`src/rtl/ex_pkg.sv`:
```
// Shared definitions for the RV32 execute stage: ALU opcodes, control-bundle
// bit positions, multiplier FSM encoding and the default datapath width.
package ex_pkg;

  localparam int XLEN_DEFAULT = 32;

  localparam logic [3:0] ALU_AND = 4'b0000;
  localparam logic [3:0] ALU_OR  = 4'b0001;
  localparam logic [3:0] ALU_ADD = 4'b0010;
  localparam logic [3:0] ALU_XOR = 4'b0011;
  localparam logic [3:0] ALU_SUB = 4'b0110;
  localparam logic [3:0] ALU_SLT = 4'b0111;
  localparam logic [3:0] ALU_SLL = 4'b1000;
  localparam logic [3:0] ALU_SRL = 4'b1001;
  localparam logic [3:0] ALU_SRA = 4'b1010;
  localparam logic [3:0] ALU_MUL = 4'b1100;

  localparam int CTRL_W        = 5;
  localparam int CTRL_BRANCH   = 4;
  localparam int CTRL_MEMREAD  = 3;
  localparam int CTRL_MEMWRITE = 2;
  localparam int CTRL_MEM2REG  = 1;
  localparam int CTRL_REGWRITE = 0;

  typedef enum logic [1:0] {
    MUL_IDLE = 2'd0,
    MUL_BUSY = 2'd1,
    MUL_DONE = 2'd2
  } mul_state_e;

  // A producer only forwards when it really writes a non-x0 register.
  function automatic logic fwd_match(input logic       wen,
                                     input logic [4:0] rd,
                                     input logic [4:0] rs);
    return wen && (rd != 5'd0) && (rd == rs);
  endfunction

endpackage

```
`src/rtl/ex_mul_iter.sv`:
```
// Iterative shift-add multiplier (one partial product per cycle, low XLEN bits
// kept). Exposes its FSM state on state_o.
module ex_mul_iter
  import ex_pkg::*;
#(
  parameter int XLEN = XLEN_DEFAULT
) (
  input  logic            clk,
  input  logic            rst,
  input  logic            start_i,
  input  logic            flush_i,
  input  logic [XLEN-1:0] a_i,
  input  logic [XLEN-1:0] b_i,
  output logic            busy_o,
  output logic            done_o,
  output logic [XLEN-1:0] product_o,
  output mul_state_e      state_o
);

  localparam int CW = (XLEN > 1) ? $clog2(XLEN) : 1;
  localparam logic [CW-1:0] LAST = CW'(XLEN - 1);

  mul_state_e      state_q;
  logic [CW-1:0]   cnt_q;
  logic [XLEN-1:0] mcand_q;
  logic [XLEN-1:0] mplier_q;
  logic [XLEN-1:0] acc_q;

  always_ff @(posedge clk or posedge rst) begin
    if (rst) begin
      state_q  <= MUL_IDLE;
      cnt_q    <= '0;
      mcand_q  <= '0;
      mplier_q <= '0;
      acc_q    <= '0;
    end else if (flush_i) begin
      state_q <= MUL_IDLE;
    end else begin
      case (state_q)
        MUL_IDLE: begin
          if (start_i) begin
            mcand_q  <= a_i;
            mplier_q <= b_i;
            acc_q    <= '0;
            cnt_q    <= '0;
            state_q  <= MUL_BUSY;
          end
        end
        MUL_BUSY: begin
          if (mplier_q[0]) acc_q <= acc_q + mcand_q;
          mcand_q  <= mcand_q << 1;
          mplier_q <= mplier_q >> 1;
          cnt_q    <= cnt_q + 1'b1;
          if (cnt_q == LAST) state_q <= MUL_DONE;
        end
        MUL_DONE: state_q <= MUL_IDLE;
        default:  state_q <= MUL_IDLE;
      endcase
    end
  end

  // Handshake: start_i is a level sampled only in IDLE; busy_o covers the
  // accepting IDLE cycle plus every BUSY cycle and drops combinationally on
  // flush or reset; done_o marks the single cycle in which product_o is final.
  assign busy_o    = !rst && !flush_i &&
                     (((state_q == MUL_IDLE) && start_i) || (state_q == MUL_BUSY));
  assign done_o    = (state_q == MUL_DONE) && !flush_i;
  assign product_o = acc_q;
  assign state_o   = state_q;

endmodule

```
`src/rtl/ex_stage.sv`:
```
// RV32 execute stage: forwarding, ALU, iterative multiply and the EX/MEM
// register. Define EX_FWD_EN to build the EX/MEM and MEM/WB forwarding muxes.
module ex_stage
  import ex_pkg::*;
#(
  parameter int XLEN = XLEN_DEFAULT
) (
  input  logic            clk,
  input  logic            rst,
  input  logic            flush,
  input  logic [XLEN-1:0] pc_IDEX,
  input  logic [XLEN-1:0] rs1_data_IDEX,
  input  logic [XLEN-1:0] rs2_data_IDEX,
  input  logic [XLEN-1:0] imm_IDEX,
  input  logic [4:0]      rs1_IDEX,
  input  logic [4:0]      rs2_IDEX,
  input  logic [4:0]      rd_IDEX,
  input  logic [3:0]      aluCtrl_IDEX,
  input  logic            aluSrc_IDEX,
  input  logic [4:0]      ctrl_IDEX,
  input  logic [4:0]      rd_MEMWB,
  input  logic            RegWrite_MEMWB,
  input  logic [XLEN-1:0] wb_Data_MEMWB,
  output logic            stall_EX,
  output logic [XLEN-1:0] read_Address_EXMEM,
  output logic [XLEN-1:0] write_Data_EXMEM,
  output logic [4:0]      rd_EXMEM,
  output logic            zero_EXMEM,
  output logic [XLEN-1:0] branchTarget_EXMEM,
  output logic [4:0]      ctrl_EXMEM
);

  logic [XLEN-1:0] res_q, res_d;
  logic [XLEN-1:0] wdata_q;
  logic [XLEN-1:0] target_q;
  logic [4:0]      rd_q;
  logic [4:0]      ctrl_q;
  logic            zero_q;

  logic [XLEN-1:0] fwd_a, fwd_b, op_b, alu_res;
  logic [4:0]      shamt;
  logic            mul_busy, mul_done;
  logic [XLEN-1:0] mul_product;
  mul_state_e      dbg_state_unused;

`ifdef EX_FWD_EN
  always_comb begin
    fwd_a = rs1_data_IDEX;
    if (fwd_match(ctrl_q[CTRL_REGWRITE], rd_q, rs1_IDEX))
      fwd_a = res_q;
    else if (fwd_match(RegWrite_MEMWB, rd_MEMWB, rs1_IDEX))
      fwd_a = wb_Data_MEMWB;

    fwd_b = rs2_data_IDEX;
    if (fwd_match(ctrl_q[CTRL_REGWRITE], rd_q, rs2_IDEX))
      fwd_b = res_q;
    else if (fwd_match(RegWrite_MEMWB, rd_MEMWB, rs2_IDEX))
      fwd_b = wb_Data_MEMWB;
  end
`else
  // Hazard-free schedule guaranteed upstream: operands come straight from ID/EX.
  logic unused_fwd_inputs;
  assign unused_fwd_inputs = ^{rs1_IDEX, rs2_IDEX, rd_MEMWB, RegWrite_MEMWB, wb_Data_MEMWB};
  assign fwd_a = rs1_data_IDEX;
  assign fwd_b = rs2_data_IDEX;
`endif

  assign op_b  = aluSrc_IDEX ? imm_IDEX : fwd_b;
  assign shamt = op_b[4:0];

  always_comb begin
    alu_res = '0;
    case (aluCtrl_IDEX)
      ALU_AND: alu_res = fwd_a & op_b;
      ALU_OR:  alu_res = fwd_a | op_b;
      ALU_ADD: alu_res = fwd_a + op_b;
      ALU_XOR: alu_res = fwd_a ^ op_b;
      ALU_SUB: alu_res = fwd_a - op_b;
      ALU_SLT: alu_res = {{(XLEN-1){1'b0}}, ($signed(fwd_a) < $signed(op_b))};
      ALU_SLL: alu_res = fwd_a << shamt;
      ALU_SRL: alu_res = fwd_a >> shamt;
      ALU_SRA: alu_res = $unsigned($signed(fwd_a) >>> shamt);
      default: alu_res = '0;
    endcase
  end

  ex_mul_iter #(.XLEN(XLEN)) u_mul (
    .clk       (clk),
    .rst       (rst),
    .start_i   (aluCtrl_IDEX == ALU_MUL),
    .flush_i   (flush),
    .a_i       (fwd_a),
    .b_i       (fwd_b),
    .busy_o    (mul_busy),
    .done_o    (mul_done),
    .product_o (mul_product),
    .state_o   (dbg_state_unused)
  );

  assign stall_EX = mul_busy;
  assign res_d    = mul_done ? mul_product : alu_res;

  // Flush and stall both turn the EX/MEM slot into an all-zero bubble.
  always_ff @(posedge clk or posedge rst) begin
    if (rst) begin
      res_q    <= '0;
      wdata_q  <= '0;
      target_q <= '0;
      rd_q     <= '0;
      ctrl_q   <= '0;
      zero_q   <= 1'b0;
    end else if (flush || mul_busy) begin
      res_q    <= '0;
      wdata_q  <= '0;
      target_q <= '0;
      rd_q     <= '0;
      ctrl_q   <= '0;
      zero_q   <= 1'b0;
    end else begin
      res_q    <= res_d;
      wdata_q  <= fwd_b;
      target_q <= pc_IDEX + imm_IDEX;
      rd_q     <= rd_IDEX;
      ctrl_q   <= ctrl_IDEX;
      zero_q   <= (res_d == '0);
    end
  end

  assign read_Address_EXMEM = res_q;
  assign write_Data_EXMEM   = wdata_q;
  assign branchTarget_EXMEM = target_q;
  assign rd_EXMEM           = rd_q;
  assign ctrl_EXMEM         = ctrl_q;
  assign zero_EXMEM         = zero_q;

endmodule

```
`config.mk`:
```
export PLATFORM = sky130hd
export DESIGN_NAME = ex_stage
export DESIGN_NICKNAME = d
export VERILOG_FILES = /design/src/rtl/ex_pkg.sv /design/src/rtl/ex_mul_iter.sv /design/src/rtl/ex_stage.sv
export SDC_FILE = /design/constraint.sdc
export NUM_CORES = 1
export LEC_CHECK = 0
export CELL_PAD_IN_SITES_DETAIL_PLACEMENT = 1
export CELL_PAD_IN_SITES_GLOBAL_PLACEMENT = 2
export CORE_ASPECT_RATIO = 1.25
export CORE_MARGIN = 1.5
export CORE_UTILIZATION = 30
export CTS_CLUSTER_DIAMETER = 150
export CTS_CLUSTER_SIZE = 10
export DETAILED_ROUTE_END_ITERATION = 10
export PLACE_DENSITY = 0.76
export SETUP_SLACK_MARGIN = 0.5
export SYNTH_ARGS = -nofsm -noshare
export SYNTH_HDL_FRONTEND = slang
export SYNTH_SLANG_ARGS = --single-unit
```
`constraint.sdc`:
```
create_clock -name clk -period 6.8 [get_ports clk]
set_clock_uncertainty 0.2 [all_clocks]
set_input_delay 0.68 -clock clk [delete_from_list [all_inputs] [get_ports clk]]
set_output_delay 0.68 -clock clk [all_outputs]
set_load 0.01 [all_outputs]
```
# Yosys cells after proc, flatten, opt, wreduce, memory -nomap -nowiden
# Index checks and enable logic that the tools add are counted.
[totals]
register_bits = 210
elab_cells = 77
[classes]
n_addsub = 5
order_cmp = 1
eq_ne = 16
shifts = 3
mux = 22
n_bitwise = 4
reduce_logical = 15
[ops]
columns = ["operator", "n"]
rows = [
  ["$mux W32", 9],
  ["$pmux W32 S9", 1],
  ["$pmux W32 S2", 3],
  ["$add A32 B32 Y32", 3],
  ["$and A32 B32 Y32", 1],
  ["$logic_not A32 Y1", 1],
  ["$lt A32 B32 Y1", 1],
  ["$or A32 B32 Y32", 1],
  ["$shl A32 B5 Y32", 1],
  ["$shr A32 B5 Y32", 1],
  ["$sshr A32 B5 Y32", 1],
  ["$sub A32 B32 Y32", 1],
  ["$xor A32 B32 Y32", 1],
  ["$eq A4 B4 Y1 const B", 4],
  ["$mux W5", 3],
  ["$pmux W5 S2", 1],
  ["$eq A4 B2 Y1 const B", 2],
  ["$eq A4 B3 Y1 const B", 2],
  ["$mux W2", 3],
  ["$ne A3 B2 Y1 const B", 2],
  ["$add A5 B1 Y5 const B", 1],
  ["$eq A5 B5 Y1 const B", 1],
  ["$eq A4 B1 Y1 const B", 1],
  ["$logic_and A1 B1 Y1", 4],
  ["other kinds (14)", 17],
]

# Logic depth before layout (Yosys ltp)
[depth]
depth_word = 6
ltp_mapped = 21

# By module
# Synthesis repeated with hierarchy kept, for this count alone.
[hier_totals]
cells_unflattened = 2582
area_unflattened_um2 = 21334.2
[by_module_without_submodules]
columns = ["mod", "instances", "cells_per_inst", "area_each_um2"]
rows = [
  ["ex_stage", 1, 1938, 15366.0],
  ["ex_mul_iter", 1, 644, 5968.2],
]

# Worst setup path after synthesis
# OpenSTA, ideal clock, no wires.
[synth_path]
path_kind = "input port to flip-flop"
start = "input port aluSrc_IDEX"
end = "register zero_q (netlist: zero_EXMEM)"
t_arrival_ps = 5015
required_ps = 6504
slack_ps = 1490
path_stages = 21
n_path_buf = 4
path_cell_list = "buf_6 mux2i_4 inv_4 buf_6 buf_6 buf_1 ha_1 inv_1 fa_1 o21bai_1 nand4_1 a2111oi_0 nor3_1 and3b_1 o21ai_0 a32oi_1 nor4b_1 nand4_1 nor4b_2 nand4b_1 nor4_2"
[synth_between]
elab_chain_len = 6
[synth_rtl]
columns = ["element", "line", "rtl"]
rows = [
  ["start, declared", "ex_stage.sv:19", "input logic aluSrc_IDEX,"],
  ["$mux W32 (*)", "ex_stage.sv:68", "assign op_b = aluSrc_IDEX ? imm_IDEX : fwd_b;"],
  ["$sub A32 B32 Y32 (tied with other cells)", "ex_stage.sv:78", "ALU_SUB: alu_res = fwd_a - op_b;"],
  ["$pmux W32 S9 (*)", "ex_stage.sv:73", "case (aluCtrl_IDEX)"],
  ["$mux W32 (*)", "ex_stage.sv:101", "assign res_d = mul_done ? mul_product : alu_res;"],
  ["$logic_not A32 Y1 (*)", "ex_stage.sv:125", "zero_q <= (res_d == '0);"],
  ["$mux W1 (*)", "ex_stage.sv:112", "end else if (flush || mul_busy) begin"],
  ["end signal, assigned", "ex_stage.sv:125", ""],
  ["end, declared", "ex_stage.sv:38", "logic zero_q;"],
]
# Mark *: on every way between the ends. The rest lies on a longest branch, timed or not.
# A chain may end at the register's enable or synchronous reset.

# Final worst setup path
# Ends and elaborated chain as after synthesis.

==> flow_summary.toml <==
[run_status]
status = "finished clean"

[sta]
period_needed_ns = 5.93
relSlewSlack_pct = 21.7
setup_viol = 0
fin_crit_sh_pct = 87.2
rsz0062_at_grt = "no"
tns_ns = 0
hold_viol = 0
timing.fmax_mhz = 169
slew_violations = 0
tightestPinTransition_ns = 1.17

[setup_path]
timing.rr.end = "zero_EXMEM"
critPathLaunch = "aluSrc_IDEX"
cp_num_buf_inv = 5
path_class = "in2reg"
cp-start-kind = "primary input"
reg2regPathDepth = 11
crit_family = "compound AO/OA/AOI/OAI gates"
critical_path.cell_chain = "buf_2 > buf_4 > mux2i_4 > inv_4 > ha_1 > inv_1 > fa_1 > o21bai_1 > nand4_1 > a2111oi_0 > buf_4 > o31a_1 > o21bai_1 > mux2i_1 > a31oi_1 > nor4b_2 > nand4_1 > nor4b_2 > nand4b_1 > nor4_2"
r2r_setup_slack_ns = 2.44
cp_max_fo = 28
end_kind = "flop"
path_depth = 20
required_ns = 7.08
max_stage_delay_ns = 0.71
reg2reg_from = "u_mul.state_o[1]"
arrival_ns = 6.20
crit_path_top_delay_cell = "a2111oi_0"

[placement]
port_buffers = 253
dp.final_hpwl_mm = 85.9
dpl_cell_area_um2 = 24800
gp_congestion = 0.996

[pwr]
powerDensity_nw_per_um2 = 195
p_leak_uw = 0.0110
combPwrFrac_pct = 44.1
p_switching_uw = 2020
p_clk_share_pct = 23.9
vdd_drop_max_v = 0.000168
p_seq_share_pct = 32.0
swShare_pct = 40.8
internal-power_uw = 2940

[yosys]
synth_ff_type = "dfrtp_1"
yosysSeqAreaShare_pct = 25.3
yosysUniqueCellTypes = 91
synth-edff-count = 0
syn-cell-area_um2 = 20800
synth_cells = 2555
async_flop_share_pct = 100
yosys_warnings = 0
synth.avg_cell_area_um2 = 8.14
syn_nets = 2926
ys_ff_latch = 210

[clocking]
cts_setup_buffers = 0
post_cts_resize_count = 0
cts_tree = "yes"
htree_levels = 1
clkSinkCount = 210
cts.clk_slew.worst_paths_ns = 0.07
ctsHoldBuffers = 0
cts_buffers = 25
insertion_delay_ns = 0.56
clockRootBuffer = "clkbuf_16"
max-clock-path-buffers = 3

[floorplan]
die_y_um = 297
fp.coreArea_um2 = 68400
dieArea_um2 = 71000
die_w_um = 239
start_util_pct = 30.4
num_io_pins = 302
fp-row-count = 107

[route]
wl_per_cell_um = 29.0
wirelength_mm = 108
firstDrtPassIters = 6
ant_nets = 0
vias = 22000
drcViolationCount = 0
viasPerCell = 5.92
first_iter_violations = 1452

[grt]
antenna_found_initial = 2
track_usage_pct = 29.8
overflow = 0
grt_pass1_vias = 23200
grt_max_degree = 107
grt_pass1_wl_mm = 157

[finish]
layout-drive-gt1-share_pct = 8.58
fin_util_pct = 37.2
nets = 3157
syn_to_final_growth_pct = 22.2
final_area_um2 = 25400
fill_cells = 8127

[hold_path]
hold_depth = 2
min-delay-start = "u_mul.mplier_q[1]"
min_to = "u_mul.mplier_q[1]"
hold_class = "reg2reg"

[flow_run]
drv_cap = 0
==> layer usage <==
layer / wire length (um) / track usage (%) / part of all wire (%)
met1: 42100 / 35.0 / 39
met5: 0 / 0 / 0
met2: 50400 / 49.8 / 47
met4: 9840 / 22.9 / 9.1
met3: 5360 / 3.01 / 5.0
==> worst min-delay path, delay by kind of cell (launching register included) <==
kind | cells | cell delay (ns)
AO/OA/AOI/OAI | 1 | 0.06
flip-flops | 1 | 0.33
AND/OR/NAND/NOR | 1 | 0.05
==> flip-flops by register name, summed over array words and instances, names as in the netlist, 2 cells and up <==
register / count
branchTarget_EXMEM: 32
ctrl_EXMEM: 5
rd_EXMEM: 5
read_Address_EXMEM: 32
u_mul.cnt_q: 5
u_mul.mcand_q: 32
u_mul.mplier_q: 32
u_mul.product_o: 32
u_mul.state_o: 2
write_Data_EXMEM: 32
==> power groups by stage <==
| stage | registers (uW) | clock network (uW) | logic (uW) |
|---|---|---|---|
| 2_1_floorplan | 1570 | 0 | 1280 |
| 3_3_place_gp | 1600 | 0 | 2090 |
| 3_5_place_dp | 1610 | 0 | 2140 |
| 4_1_cts | 1590 | 1220 | 2160 |
| 5_1_grt | 1610 | 1250 | 2350 |
| 6_report | 1590 | 1180 | 2180 |
==> cells by family after synthesis <==
group | Yosys count | share of synthesized area [%]
fa+ha+maj | 177 | 10.8
xor+xnor | 82 | 3.45
flops | 210 | 25.3
mux | 178 | 11.9
compound gates | 793 | 24.4
simple gates | 840 | 18.9
buf+inv | 275 | 5.26
==> synthesized netlist by cell type, types with 16 or more instances <==
| cell | number | share of area [%] |
|---|---|---|
| xor2_1 | 33 | 1.4 |
| a31oi_1 | 35 | 1.1 |
| o211ai_1 | 22 | 0.79 |
| nand2_1 | 284 | 5.1 |
| o21ai_0 | 198 | 4.8 |
| dfrtp_1 | 210 | 25 |
| ha_1 | 173 | 10 |
| mux4_2 | 51 | 5.5 |
| mux2i_1 | 119 | 5.7 |
| nor2_1 | 240 | 4.3 |
| and2_1 | 63 | 1.9 |
| nor3_1 | 56 | 1.3 |
| o22ai_1 | 35 | 1.1 |
| nand3_1 | 42 | 1.0 |
| nand2b_1 | 20 | 0.60 |
| a211oi_1 | 33 | 1.2 |
| a21o_1 | 41 | 1.5 |
| nand4_1 | 25 | 0.75 |
| o221ai_1 | 16 | 0.67 |
| buf_1 | 22 | 0.40 |
| clkbuf_1 | 116 | 2.1 |
| a21oi_1 | 201 | 4.8 |
| o21bai_1 | 26 | 0.94 |
| nor2b_1 | 28 | 0.84 |
| xnor2_1 | 49 | 2.1 |
| inv_1 | 113 | 2.0 |
| o31ai_1 | 18 | 0.65 |
==> placed cells by master, fill, tap and decap left out, types with 41 or more instances in the layout <==
cell type / Yosys / layout
o21ai_0: 198 / 198
dfrtp_1: 210 / 210
inv_1: 113 / 112
nand2_1: 284 / 284
buf_4: 2 / 105
xnor2_1: 49 / 49
nand3_1: 42 / 42
mux4_2: 51 / 51
ha_1: 173 / 173
nor2_1: 240 / 236
clkdlybuf4s50_1: 0 / 251
mux2i_1: 119 / 117
nor3_1: 56 / 56
a21o_1: 41 / 41
a21oi_1: 201 / 201
and2_1: 63 / 63
==> through the flow <==
| stage | worst slack, ns | power, uW | hold slack [ns] | instances |
|---|---|---|---|---|
| finish | 0.872 | 4960 | 0.281 | 3714 |
| global route | 0.661 | 5220 | 0.317 | 3714 |
| CTS | 0.986 | 4970 | 0.285 | 3713 |
| detailed placement | 0.413 | 3760 | 0.275 | 3685 |
| global placement | 0.440 | 3690 | 0.261 | 3685 |
| floorplan | 1.49 | 2860 | 0.250 | 2555 |
==> area by class of cell <==
type	instances	area, um2	area share [%]
Sequential cell	210	5260	20.7
Inverter	118	449	1.77
Clock inverter	3	22.5	0.0886
Timing Repair Buffer	361	3370	13.3
Tap cell	926	1160	4.56
Antenna cell	1	2.50	0.00984
Clock buffer	25	626	2.46
Multi-Input combinational cell	2070	14500	57.2
==> worst max-delay path by stage <==
| stage | end | slack (ns) |
|---|---|---|
| after global placement | zero_EXMEM | 0.44 |
| final | zero_EXMEM | 0.87 |
| after detailed placement | zero_EXMEM | 0.41 |
| after global routing | zero_EXMEM | 0.66 |
| after CTS | zero_EXMEM | 0.99 |
| after floorplan | zero_EXMEM | 1.49 |
Power figures use the tool's default switching activity.
